## src/rtl/router_pkt_gen.sv

```systemverilog
// Packet generator feeding the 3-port router: buffers payload words and emits
// header, length, payload and parity back-to-back, stalling only on router busy.
module router_pkt_gen #(
    parameter int DW    = 3,
    parameter int DEPTH = 8
) (
    input  logic          clock,
    input  logic          reset,
    input  logic          cmd_valid,
    output logic          cmd_ready,
    input  logic [1:0]    cmd_addr,
    input  logic [2:0]    cmd_len,
    input  logic          pay_valid,
    output logic          pay_ready,
    input  logic [DW-1:0] pay_data,
    input  logic          busy,
    output logic [DW-1:0] data_out,
    output logic          pkt_valid,
    output logic          pkt_done,
    output logic          cmd_err
);
    localparam int AW = $clog2(DEPTH);
    localparam int CW = $clog2(DEPTH + 1);

    typedef enum logic [2:0] {IDLE, HDR, LEN, PAY, PAR} state_t;

    state_t          state_q;
    logic [DW-1:0]   mem_q [DEPTH];
    logic [AW-1:0]   wr_ptr_q, rd_ptr_q, wr_nxt, rd_nxt;
    logic [CW-1:0]   count_q;
    logic [1:0]      addr_q;
    logic [2:0]      len_q, rem_q;
    logic [DW-1:0]   data_out_q, par_q;
    logic            pkt_valid_q, pkt_done_q, cmd_err_q;
    logic            push, pop, cmd_illegal, cmd_fits;

    assign cmd_illegal = (cmd_addr == 2'd3) || (cmd_len == 3'd0);
    assign cmd_fits    = count_q >= CW'(cmd_len);
    assign cmd_ready   = (state_q == IDLE) && cmd_valid && (cmd_illegal || cmd_fits);
    assign pay_ready   = count_q < CW'(DEPTH);

    assign push   = pay_valid && pay_ready;
    assign pop    = (state_q == PAY) && !busy;
    assign wr_nxt = (wr_ptr_q == AW'(DEPTH - 1)) ? '0 : wr_ptr_q + 1'b1;
    assign rd_nxt = (rd_ptr_q == AW'(DEPTH - 1)) ? '0 : rd_ptr_q + 1'b1;

    assign data_out  = data_out_q;
    assign pkt_valid = pkt_valid_q;
    assign pkt_done  = pkt_done_q;
    assign cmd_err   = cmd_err_q;

    always_ff @(posedge clock) begin
        if (push) mem_q[wr_ptr_q] <= pay_data;
    end

    always_ff @(posedge clock or posedge reset) begin
        if (reset) begin
            wr_ptr_q <= '0;
            rd_ptr_q <= '0;
            count_q  <= '0;
        end else begin
            if (push) wr_ptr_q <= wr_nxt;
            if (pop)  rd_ptr_q <= rd_nxt;
            count_q <= count_q + CW'(push) - CW'(pop);
        end
    end

    // data_out_q always holds the word of the current state; each unstalled
    // edge folds that word into the parity and loads the next one.
    always_ff @(posedge clock or posedge reset) begin
        if (reset) begin
            state_q     <= IDLE;
            addr_q      <= '0;
            len_q       <= '0;
            rem_q       <= '0;
            par_q       <= '0;
            data_out_q  <= '0;
            pkt_valid_q <= 1'b0;
            pkt_done_q  <= 1'b0;
            cmd_err_q   <= 1'b0;
        end else begin
            pkt_done_q <= 1'b0;
            cmd_err_q  <= 1'b0;
            case (state_q)
                IDLE: begin
                    if (cmd_valid && cmd_illegal) begin
                        cmd_err_q <= 1'b1;
                    end else if (cmd_valid && cmd_fits) begin
                        addr_q      <= cmd_addr;
                        len_q       <= cmd_len;
                        par_q       <= '0;
                        data_out_q  <= DW'(cmd_addr);
                        pkt_valid_q <= 1'b1;
                        state_q     <= HDR;
                    end
                end
                HDR: if (!busy) begin
                    par_q      <= par_q ^ data_out_q;
                    data_out_q <= DW'(len_q);
                    state_q    <= LEN;
                end
                LEN: if (!busy) begin
                    par_q      <= par_q ^ data_out_q;
                    data_out_q <= mem_q[rd_ptr_q];
                    rem_q      <= len_q;
                    state_q    <= PAY;
                end
                PAY: if (!busy) begin
                    par_q <= par_q ^ data_out_q;
                    if (rem_q == 3'd1) begin
                        data_out_q  <= par_q ^ data_out_q;
                        pkt_valid_q <= 1'b0;
                        state_q     <= PAR;
                    end else begin
                        rem_q      <= rem_q - 3'd1;
                        data_out_q <= mem_q[rd_nxt];
                    end
                end
                PAR: if (!busy) begin
                    data_out_q <= '0;
                    pkt_done_q <= 1'b1;
                    state_q    <= IDLE;
                end
                default: state_q <= IDLE;
            endcase
        end
    end

    logic unused_addr;
    assign unused_addr = ^addr_q;
endmodule

```

## config.mk

```make
export PLATFORM = sky130hd
export DESIGN_NAME = router_pkt_gen
export DESIGN_NICKNAME = d
export VERILOG_FILES = /design/src/rtl/router_pkt_gen.sv
export SDC_FILE = /design/constraint.sdc
export NUM_CORES = 1
export LEC_CHECK = 0
export BUFFER_PORTS_ARGS = -buffer_cell sky130_fd_sc_hd__buf_2
export CORE_MARGIN = 2
export CORE_UTILIZATION = 54
export CTS_CLUSTER_SIZE = 14
export DETAILED_ROUTE_END_ITERATION = 10
export PLACE_DENSITY = 0.75
export SLEW_MARGIN = 30
export SYNTH_ARGS = -nofsm -noshare
export SYNTH_HDL_FRONTEND = slang
export SYNTH_SLANG_ARGS = --single-unit
```

## constraint.sdc

```tcl
create_clock -name clock -period 2 [get_ports clock]
set_input_delay 0.4 -clock clock [delete_from_list [all_inputs] [get_ports clock]]
set_output_delay 0.4 -clock clock [all_outputs]
set_load 0.03 [all_outputs]
```

==> impl_metrics.yaml <==
floorplan:
  fp.dieW_um: 77.5
  num_rows: 26
  start_util_pct: 56.4
  fp.coreArea_um2: 5170
  io_pins: 21
  fp.dieH_um: 77.5
  die-area_um2: 6000
sta:
  worstMarginPinSlew_ns: 0.545
  setup_viol: 0
  setup_ws_ns: 0.0000743
  max_clock_freq_mhz: 500
  period_minus_slack_ns: 2.00
  hold_viol: 0
  min_period_over_period_pct: 100
  setup_tns_ns: 0
  finalClockSkew_ns: 0.00704
  whs_ns: 0.138
  slew_headroom_pct: 63.4
  rsz0062_at_grt: "true"
  maxSlewViolCount: 0
routing:
  firstDrtPassIters: 4
  drc: 0
  avgRoutedWirePerCell_um: 16.0
  ant_nets: 0
  vias: 2207
  via_per_inst: 5.79
  drt_wl_total_mm: 6.11
  drtIter0Drc: 173
logic_synthesis:
  synthesis.nets: 293
  synth_area_leader_cell: "edfxtp_1"
  synth.top_cell.area_share_pct: 24.7
  ys_ff_latch: 52
  avgSynthCellArea_um2: 11.0
  yosys-top-cells-area: "edfxtp_1, dfrtp_1, ha_1"
  syn-instance-count: 266
  ys_types: 52
  seq_area_frac_synth_pct: 48.8
  ys_async_sr_fraction_pct: 53.8
  synth_edf_count: 24
  synth_ff_type: "dfrtp_1"
  netlist_area_um2: 2920
  synth_warnings: 0
grt:
  grt_pass1_wl_mm: 10.2
  overflow: 0
  grt_max_degree: 29
  grt_pass1_vias: 2099
  grt_usage_pct: 21.7
  antenna_found_initial: 0
pwr:
  peakVddDrop_uv: 836
  power.leakage_nw: 1.46
  power_density_nw_per_um2: 1590
clock_tree:
  cts_root_buffer: "clkbuf_8"
  path_clk_slew_ns: 0.09
  tritoncts: "built"
  numCtsBuffers: 5
  h-tree-depth: 2
  holdBufCountCts: 0
  cts.sinks: 52
  clock_path_buffers: 2
  clk_latency_ns: 0.30
placed_design:
  dp_slack_ns: -0.00153
  hpwl_mm: 4.56
  dp_cells: 369
  port_buffers: 20
  gp_congestion: 0.864
worst_setup_path:
  arrival_ns: 1.60
  critical_path_class: "flop to output pin"
  crit_path_end_kind: "output pin"
  start_kind: "flop"
  crit_fanout: 2
  required_ns: 1.60
layout:
  area_growth_pct: 19.0
  drive_above_1_share_pct: 27.3
  n_fill_cell: 381
  fin_nets: 337
  multi_input_area_um2: 1440
  finish.utilization_pct: 67.1
  insertedDiodeCount: 0
  instances_no_fill: 381
  register_area_um2: 1420
run:
  drv_cap: 0
status:
  status: "finished, final reports clean"
worst_hold_path:
  hp-class: "input port to async pin"
-- layout by cell type, fill, tap and decap left out, drive strengths merged, types with 7 or more instances in the layout --
cell type  instances
buf               49
dfrtp             28
edfxtp            24
inv               21
nor2              20
nand2             16
o21ai             16
a21oi             13
ha                13
nor3               9
mux2i              9
nand3              8
nor2b              7
-- power by group --
group / switching [mW] / leakage [nW] / internal (mW)
registers: 0.262 / 0.553 / 1.43
clock network: 0.335 / 0.0503 / 0.369
logic: 1.57 / 0.852 / 1.53
-- cell families after synthesis --
group,after synthesis,synth area share [%]
and+or+nand+nor,81,14.3
AOI/OAI and AO/OA,60,13.8
DFF,52,48.8
buffers and inverters,33,4.89
muxes,20,10.2
adders and majority gates,14,6.27
xor gates and xnor gates,6,1.80
-- critical path, stage by stage (launching register included) --
cell and delay [ns]:
dfrtp_1 0.42, ha_4 0.23, a211oi_2 0.21, o21ai_2 0.11, o21a_1 0.20, buf_6 0.14
-- per-stage QoR --
step	total power, mW	instance area, µm²
4_1_cts	5.27	3390
2_1_floorplan	3.72	2920
6_report	5.50	3470
3_5_place_dp	4.48	3230
5_1_grt	5.95	3470
3_3_place_gp	4.39	3230
-- final cells by class --
cell class                      count  share of cell area [%]
Sequential cell                    52                    41.0
Multi-Input combinational cell    181                    41.5
Tap cell                           70                    2.53
Timing Repair Buffer               49                    9.45
Clock buffer                        5                    1.98
Inverter                           21                    2.27
Clock inverter                      3                    1.23
-- cell usage after synthesis (2+ instances only) --
library cell and count:
nand3_1 8, clkbuf_1 4, nor3_1 9, dfrtp_1 28, mux4_1 4, a2bb2oi_1 2
a31oi_1 5, a21oi_1 12, nand4_1 2, buf_2 6, nand2b_1 5, ha_1 13
o21a_1 4, mux2i_1 9, xnor2_1 5, nor4_1 4, mux4_2 2, o21bai_1 2
a221oi_1 2, nor3b_1 3, nand2_1 16, a22o_1 3, mux2_2 5, edfxtp_1 24
a21o_1 2, inv_1 21, nor2_1 20, or3b_4 2, o21ai_0 15, nor2b_1 7
-- state kept, by name, summed over array words and instances (netlist names) --
name       count
len_q          3
mem_q         24
pkt_done       1
state_q        3
rem_q          3
rd_ptr_q       3
par_q          3
data_out       3
count_q        4
cmd_err        1
wr_ptr_q       3
pkt_valid      1
-- final timing paths --
check / start / to / slack (ns) / cells past startpoint
worst max-delay path: count_q[2] / cmd_ready / 0.00007 / 5
min in group clock: pay_data[2] / mem_q[5][2] / 0.36 / 1
worst max register to register: rd_ptr_q[0] / data_out[0] / 0.02 / 7
worst min register to register: count_q[0] / count_q[0] / 0.51 / 1
max in group asynchronous: reset / count_q[1] / 1.58 / 3
worst min-delay path: reset / rem_q[0] / 0.14 / 3
-- metal layers --
metal  global-route usage (%)  vias to the layer above  share of wire [%]
met4                     7.14                        0                1.6
met5                        0                        -                  0
met3                     4.42                       10                5.0
met2                     33.3                       70                 47
li1                         -                     1068                  -
met1                     31.0                     1059                 46
-- what timing repair did --
item                                   CTS  global route
pin swaps                                2             7
endpoints found under the hold margin    0             0
setup endpoints to repair                2             7
setup buffers                            2             2
resized for setup                        6            16
Power figures use the tool's default switching activity.
